$ cat src/rtl/seq_detector_param_if.sv
// Serial detector bus: qualified input bit stream, mode/clear controls and match status.
// LEN and CNT_W must match the attached seq_detector_param instance.
interface seq_detector_param_if #(
    parameter int LEN   = 3,
    parameter int CNT_W = 8
);
    logic                    in_valid;
    logic                    in;
    logic                    overlap;
    logic                    cnt_clr;
    logic                    OP;
    logic [$clog2(LEN)-1:0]  fill;
    logic [CNT_W-1:0]        match_cnt;

    modport master (
        output in_valid, in, overlap, cnt_clr,
        input  OP, fill, match_cnt
    );

    modport slave (
        input  in_valid, in, overlap, cnt_clr,
        output OP, fill, match_cnt
    );
endinterface

$ cat src/rtl/seq_detector_param.sv
// Parametrised serial pattern detector (Mealy OP, overlap/non-overlap, gap-transparent).
// Define SEQDET_COUNT_EN to build the saturating match counter; otherwise match_cnt reads 0.
module seq_detector_param #(
    parameter int             LEN     = 3,
    parameter logic [LEN-1:0] PATTERN = 3'b101,
    parameter int             CNT_W   = 8
) (
    input logic                 clk,
    input logic                 rst,
    seq_detector_param_if.slave bus
);
    localparam int FW = $clog2(LEN);
    localparam logic [FW-1:0] FILL_MAX = FW'(LEN - 1);

    logic [LEN-2:0] hist;
    logic [FW-1:0]  fill;
    logic [LEN-1:0] window;
    logic           op;

    // Window is the full candidate pattern; its low LEN-1 bits are also the shifted history.
    always_comb begin
        window = {hist, bus.in};
        op     = bus.in_valid & ~rst & (fill == FILL_MAX) & (window == PATTERN);
    end

    always_ff @(posedge clk or posedge rst) begin
        if (rst) begin
            hist <= '0;
            fill <= '0;
        end else if (bus.in_valid) begin
            if (op && !bus.overlap) begin
                hist <= '0;
                fill <= '0;
            end else begin
                hist <= window[LEN-2:0];
                if (fill != FILL_MAX)
                    fill <= fill + 1'b1;
            end
        end
    end

    assign bus.OP   = op;
    assign bus.fill = fill;

`ifdef SEQDET_COUNT_EN
    logic [CNT_W-1:0] cnt;

    // Clear takes priority, then a same-cycle match counts as the first one.
    always_ff @(posedge clk or posedge rst) begin
        if (rst)
            cnt <= '0;
        else if (bus.cnt_clr)
            cnt <= op ? CNT_W'(1) : '0;
        else if (op && cnt != '1)
            cnt <= cnt + 1'b1;
    end

    assign bus.match_cnt = cnt;
`else
    logic unused_cnt_clr;
    assign unused_cnt_clr = bus.cnt_clr;
    assign bus.match_cnt  = '0;
`endif
endmodule

$ cat src/flat_wrapper.sv
// flat-port wrapper written by rule: the top's interface ports become plain ports
module seq_detector_param_flat 
#(
    parameter int             LEN     = 3,
    parameter logic [LEN-1:0] PATTERN = 3'b101,
    parameter int             CNT_W   = 8
)
  (clk, rst, bus_in_valid, bus_in, bus_overlap, bus_cnt_clr, bus_OP, bus_fill, bus_match_cnt);
  seq_detector_param_if #(.LEN(LEN), .CNT_W(CNT_W)) bus_i ();
  input logic clk;
  input logic rst;
  input wire logic [$bits(bus_i.in_valid)-1:0] bus_in_valid;
  input wire logic [$bits(bus_i.in)-1:0] bus_in;
  input wire logic [$bits(bus_i.overlap)-1:0] bus_overlap;
  input wire logic [$bits(bus_i.cnt_clr)-1:0] bus_cnt_clr;
  output wire logic [$bits(bus_i.OP)-1:0] bus_OP;
  output wire logic [$bits(bus_i.fill)-1:0] bus_fill;
  output wire logic [$bits(bus_i.match_cnt)-1:0] bus_match_cnt;
  assign bus_i.in_valid = bus_in_valid;
  assign bus_i.in = bus_in;
  assign bus_i.overlap = bus_overlap;
  assign bus_i.cnt_clr = bus_cnt_clr;
  assign bus_OP = bus_i.OP;
  assign bus_fill = bus_i.fill;
  assign bus_match_cnt = bus_i.match_cnt;
  seq_detector_param #(.LEN(LEN), .PATTERN(PATTERN), .CNT_W(CNT_W)) u_core (.clk(clk), .rst(rst), .bus(bus_i));
endmodule
$ cat config.mk
export PLATFORM = sky130hd
export DESIGN_NAME = seq_detector_param_flat
export DESIGN_NICKNAME = d
export VERILOG_FILES = /design/src/rtl/seq_detector_param_if.sv /design/src/rtl/seq_detector_param.sv /design/src/flat_wrapper.sv
export SDC_FILE = /design/constraint.sdc
export NUM_CORES = 1
export LEC_CHECK = 0
export CAP_MARGIN = 40
export CORE_AREA = 2 2 39 41
export CTS_BUF_LIST = sky130_fd_sc_hd__clkbuf_4
export DETAILED_ROUTE_END_ITERATION = 16
export DIE_AREA = 0 0 41 43
export GPL_TIMING_DRIVEN = 0
export HOLD_SLACK_MARGIN = 0.02
export PLACE_DENSITY = 0.52
export SLEW_MARGIN = 20
export SYNTH_ARGS = -nofsm -noshare
export SYNTH_HDL_FRONTEND = slang
export SYNTH_SLANG_ARGS = --single-unit
export TNS_END_PERCENT = 10
$ cat constraint.sdc
create_clock -name clk -period 2.6 [get_ports clk]
set_clock_uncertainty 0.15 [all_clocks]
set_input_delay 0.26 -clock clk [delete_from_list [all_inputs] [get_ports clk]]
set_output_delay 0.26 -clock clk [all_outputs]
set_load 0.02 [all_outputs]
==> results of run 1 <==
cells in the mapped netlist:
cell	number
inv_1	2
and2b_2	1
a31o_1	1
nor3b_1	3
a311o_1	2
nor2_1	1
and2b_4	1
mux2_1	1
dfrtp_1	4
conb_1	1
buf_4	8
ha_1	1
nand4b_1	1
or4b_4	1
registers in the layout (all words and copies together), names as in the netlist:
register         flops
u_core.hist          2
u_core.bus.fill      2
critical path, cell delays in order:
cell and delay [ns]:
clkdlybuf4s50_1 0.59, nand4b_1 0.15, nor3b_1 0.23, clkdlybuf4s50_1 0.63
cell type report:
| class | count | share of cell area |
|---|---|---|
| tap | 16 | 0.0465 |
| multi-input combinational | 21 | 0.349 |
| timing repair buffer | 7 | 0.163 |
| buffer | 8 | 0.140 |
| inverter | 2 | 0.0174 |
| clock buffer | 3 | 0.0523 |
| sequential | 4 | 0.233 |
stage by stage:
stage / std cells / instance area [um2] / hold WS [ns]
finish: 61 / 430 / 0.150
floorplan: 35 / 318 / -0.124
detailed placement: 58 / 408 / 0.335
CTS: 61 / 430 / 0.142
global placement: 58 / 408 / 0.329
global route: 61 / 430 / 0.164
layer usage:
metal,routed length (um),share of wire,global-route usage
met1,202,0.43,0.0719
met3,57,0.12,0.0157
met2,206,0.44,0.0844
met4,0,0,0.0800
met5,0,0,0
worst max-delay path by stage:
stage | startpoint | end | slack, ns | depth (start not counted)
after floorplan | u_core.bus.fill[0] | u_core.bus.fill[1] | 0.73 | 4
after detailed placement | bus_in_valid | bus_OP | 0.32 | 4
after global routing | bus_in_valid | bus_OP | 0.20 | 4
after CTS | bus_in_valid | bus_OP | 0.32 | 4
after global placement | bus_in_valid | bus_OP | 0.33 | 4
final | bus_in_valid | bus_OP | 0.32 | 4
kinds of logic after synthesis:
group / synth area share
buffers and inverters: 0.232
and+or+nand+nor: 0.232
DFF: 0.343
AOI/OAI and AO/OA: 0.0987
muxes: 0.0386
adders and majority gates: 0.0429
other: 0.0129
power groups by stage:
stage	Combinational [uW]	Clock, uW	Sequential [uW]
global route	171	79.9	104
CTS	160	76.5	101
detailed placement	160	0	102
floorplan	88.5	0	118
finish	158	73.1	100
global placement	158	0	101
==> impl_results.md, run 1 <==
* Mapped cell area at 292 um2
* Initial Util at 0.211
* Reg-to-reg startpoint: u_core.bus.fill[0]
* Postcts setup bufs at 0
* CTS tree: done
* Final setup fails at 0
* Final net count at 54
* Seq pwr share at 0.303
* Core Area at 1380 um2
* Lkg Pwr at 0.000207 uW
* Clock latency on the worst-skew pair at 0.23 ns
* Vias per std cell at 3.51
* GRT Total Usage at 0.0646
* Sink Count at 4
* Number of synthesized register bits at 4
* Initial antenna violation count at 0
* Htree depth at 1
* Share of cells above drive strength 1 at 0.311
* ANT cells at 0
* Final wirelength at 466 um
* Post-route ant nets at 0
* Combinational share of power at 0.477
* Vias in the first global route at 196
* Switch Pwr at 112 uW
* Largest net degree at the start of global routing at 9
* Crit path arrival time at 1.87 ns
* Net Sw Frac at 0.337
* Yosys top cell area share at 0.343
* R2R setup slack at 0.73 ns
* Worst flop-to-flop path endpoint: u_core.bus.fill[1]
* I/O pins at 17
* Number of unique standard cell types used by synthesis at 14
* Top cells by area, synth: dfrtp_1 (34%), buf_4 (21%), nor3b_1 (7.7%), a311o_1 (6.9%), or4b_4 (4.7%)
* Final min period at 2.28 ns
* Total die area at 1760 um2
* Design Power at 332 uW
* Max cap viols at 0
* Slew Viols, Final at 0
* Cts-stage hold buffer count at 0
* Share of the yosys chip area belonging to registers at 0.343
* Yosys warning count at 0
* Area growth, synth to finish at 47.6%
* Initial DRC Count at 1
* Final setup TNS at 0 ns
* Grt total ovfl at 0
* Pint at 220 uW
* Number of port buffers at 7
* Initial DRT Pass Iterations at 2
* GPL Wtd Cong at 0.551
* Commonest non-fill, non-tap cells in the layout: buf_4 (8), conb_1 (8), clkdlybuf4s50_1 (7), dfrtp_1 (4)
* Tcrit/Tclk final at 0.875
* CTS Buf Count at 3
* Crit path kind: input pin to output pin
* Hold crit path type: input pin to asynchronous set/reset pin
* Final Worst Setup Slack at 0.324 ns
* Post-Synthesis Cells at 28
* WL/cell at 7.64 um
* Die height at 43 um
* Area leader, netlist: dfrtp_1
* CTS Buffer Depth at 2
* Multi-input logic area at 150 um2
* Worst R2R Path Depth at 4
* Status: complete, no violations
* Maximum vdd drop at 0.251 mV
* CP Launch Type: input pin
* Post-Route Utilization at 0.311
* Maximum operating frequency at 0.439 GHz
* Clock transition at path regs at 0.04 ns
* CP max FO at 8
* Post-CTS Resized at 0
* Root Driver: clkbuf_4
* CP endpoint kind: output pin
* Hold Vio Cnt, Final at 0
* Chip width at 41 um
* Pre-CTS setup slack at 0.323 ns
* Clock power share at 0.220
* PwrDens at 771 nW/um2
* Sequential cell area at 100 um2
* DRC Markers at 0
* Data required time at the worst endpoint at 2.19 ns
* Global-route wire length before repair at 724 um
* Row count at 14
* Unrepaired setup endpoints after global routing: false
* Syn_area_per_cell at 10.4 um2
* Via count of the routed design at 214
* Fillers at 152
Note: power is estimated with default switching activity, not from simulation.
==> run 2: changes to the inputs <==
--- a/config.mk
+++ b/config.mk
@@ -5,7 +5,7 @@
 export SDC_FILE = /design/constraint.sdc
 export NUM_CORES = 1
 export LEC_CHECK = 0
-export CAP_MARGIN = 40
+export CAP_MARGIN = 20
 export CORE_AREA = 2 2 39 41
 export CTS_BUF_LIST = sky130_fd_sc_hd__clkbuf_4
 export DETAILED_ROUTE_END_ITERATION = 16
==> results of run 2 <==
Final layout, timing and power as in run 1 (identical DEF).
==> run 3: changes to the inputs <==
--- a/config.mk
+++ b/config.mk
@@ -12,7 +12,7 @@
 export DIE_AREA = 0 0 41 43
 export GPL_TIMING_DRIVEN = 0
 export HOLD_SLACK_MARGIN = 0.02
-export PLACE_DENSITY = 0.52
+export PLACE_DENSITY = 0.57
 export SLEW_MARGIN = 20
 export SYNTH_ARGS = -nofsm -noshare
 export SYNTH_HDL_FRONTEND = slang
==> impl_results.md, run 3 (synthesis gave the netlist of run 1 again) <==
* Status: complete, no violations (unchanged)
* Global-route wire length before repair at 696 um (was 724 um)
* Post-CTS Resized at 0 (unchanged)
* Total die area at 1760 um2 (unchanged)
* Initial DRT Pass Iterations at 4 (was 2)
* CP startpoint: bus_in_valid (unchanged)
* Final Worst Setup Slack at 0.330 ns (was 0.324 ns)
* Postcts setup bufs at 0 (unchanged)
* Initial DRC Count at 2 (was 1)
* Final wirelength at 495 um (was 466 um)
* Initial Util at 0.211 (unchanged)
* Share of cells above drive strength 1 at 0.311 (unchanged)
* WL/cell at 8.11 um (was 7.64 um)
* Row count at 14 (unchanged)
* CP max FO at 8 (unchanged)
* GPL Wtd Cong at 0.540 (was 0.551)
* Htree depth at 1 (unchanged)
* Worst flop-to-flop path endpoint: u_core.bus.fill[0] (was u_core.bus.fill[1])
* Grt total ovfl at 0 (unchanged)
* Clock latency on the worst-skew pair at 0.23 ns (about the same)
* Commonest non-fill, non-tap cells in the layout: buf_4 (8), conb_1 (8), clkdlybuf4s50_1 (7), dfrtp_1 (4) (unchanged)
* Post-route ant nets at 0 (unchanged)
* Chip width at 41 um (unchanged)
* Root Driver: clkbuf_4 (unchanged)
* Crit path arrival time at 1.86 ns (was 1.87 ns)
* Maximum vdd drop at 0.228 mV (was 0.251 mV)
* CTS Buf Count at 3 (unchanged)
* Crit path to: bus_OP (unchanged)
* Hold crit path type: input pin to asynchronous set/reset pin (unchanged)
* Worst R2R Path Depth at 4 (unchanged)
* Busiest grt layer: met1 (was met2)
* Hold WS at 0.140 ns (was 0.150 ns)
* Vias per std cell at 3.66 (was 3.51)
* ANT cells at 0 (unchanged)
* Die height at 43 um (unchanged)
* Via count of the routed design at 223 (was 214)
* Vias in the first global route at 177 (was 196)
* Maximum operating frequency at 0.441 GHz (was 0.439 GHz)
* Final setup TNS at 0 ns (unchanged)
* Clock transition at path regs at 0.04 ns (about the same)
* DRC Markers at 0 (unchanged)
* Cts-stage hold buffer count at 0 (unchanged)
* Data required time at the worst endpoint at 2.19 ns (about the same)
* Met2 GRT Util at 0.0719 (was 0.0844)
* Number of port buffers at 7 (unchanged)
* Lkg Pwr at 0.000207 uW (unchanged)
* Area growth, synth to finish at 47.6% (unchanged)
* Sink Count at 4 (unchanged)
* Crit path kind: input pin to output pin (unchanged)
* Largest net degree at the start of global routing at 9 (unchanged)
* Initial antenna violation count at 0 (unchanged)
* Largest registers: u_core.bus.fill x2, u_core.hist x2 (unchanged)
* Final setup fails at 0 (unchanged)
* Hold Vio Cnt, Final at 0 (unchanged)
* Met3 Use GR at 0.0157 (unchanged)
* Max cap viols at 0 (unchanged)
* R2R setup slack at 0.71 ns (was 0.73 ns)
* Slew Viols, Final at 0 (unchanged)
* Final net count at 54 (unchanged)
* CTS tree: done (unchanged)
* CP Launch Type: input pin (unchanged)
* Core Area at 1380 um2 (unchanged)
* Tcrit/Tclk final at 0.873 (was 0.875)
* I/O pins at 17 (unchanged)
* GRT Total Usage at 0.0636 (was 0.0646)
* GR Layer Usage met1 at 0.0817 (was 0.0719)
* Pre-CTS setup slack at 0.312 ns (was 0.323 ns)
* Unrepaired setup endpoints after global routing: false (unchanged)
* PwrDens at 774 nW/um2 (was 771 nW/um2)
* Reg-to-reg startpoint: u_core.bus.fill[0] (unchanged)
* CTS Buffer Depth at 2 (unchanged)
* Final min period at 2.27 ns (was 2.28 ns)
* CP endpoint kind: output pin (unchanged)
==> run 3: cell counts in the layout (fill, tap and decap cells not counted) <==
Identical to the previous run, type by type.
==> run 3: per-layer routing <==
metal  share of wire  vias to the layer above
met5               0                        -
met4               0                        0
met3            0.12                        0
met2            0.45                        9
met1            0.43                       98
li1                -                      116
==> run 3: report_power, final <==
| part | switching (uW) | total [uW] | internal, uW |
|---|---|---|---|
| clock network | 21.5 | 72.9 | 51.4 |
| registers | 17.9 | 101 | 82.8 |
| logic | 73.9 | 160 | 85.7 |
| total | 113 | 333 | 220 |
==> run 3: layout make-up <==
type	instances	area (um2)
fillers	159	953
multi-input cells	21	150
flip-flops and latches	4	100
repair buffers	7	70.1
plain buffers	8	60.1
clock buffers	3	22.5
well taps	16	20.0
inverters	2	7.51
==> run 3: critical path: stages <==
cell             delay (ns)
clkdlybuf4s50_1        0.60
nand4b_1               0.15
nor3b_1                0.22
clkdlybuf4s50_1        0.63
==> run 3: worst min-delay path by stage <==
stage	from	endpoint	slack (ns)
6_report	rst	u_core.bus.fill[0]	0.14
3_3_place_gp	u_core.hist[1]	u_core.hist[1]	0.33
5_1_grt	rst	u_core.bus.fill[0]	0.14
3_5_place_dp	u_core.hist[1]	u_core.hist[1]	0.34
4_1_cts	rst	u_core.bus.fill[0]	0.13
2_1_floorplan	rst	u_core.bus.fill[0]	-0.12
==> run 3: stage by stage <==
| stage | instances | area (um2) | total power (uW) | util |
|---|---|---|---|---|
| after floorplan | 35 | 318 | 207 | - |
| after global placement | 58 | 408 | 259 | 0.295 |
| after detailed placement | 58 | 408 | 264 | 0.295 |
| after CTS | 61 | 430 | 340 | 0.311 |
| after global routing | 61 | 430 | 360 | 0.311 |
| final | 61 | 430 | 333 | 0.311 |
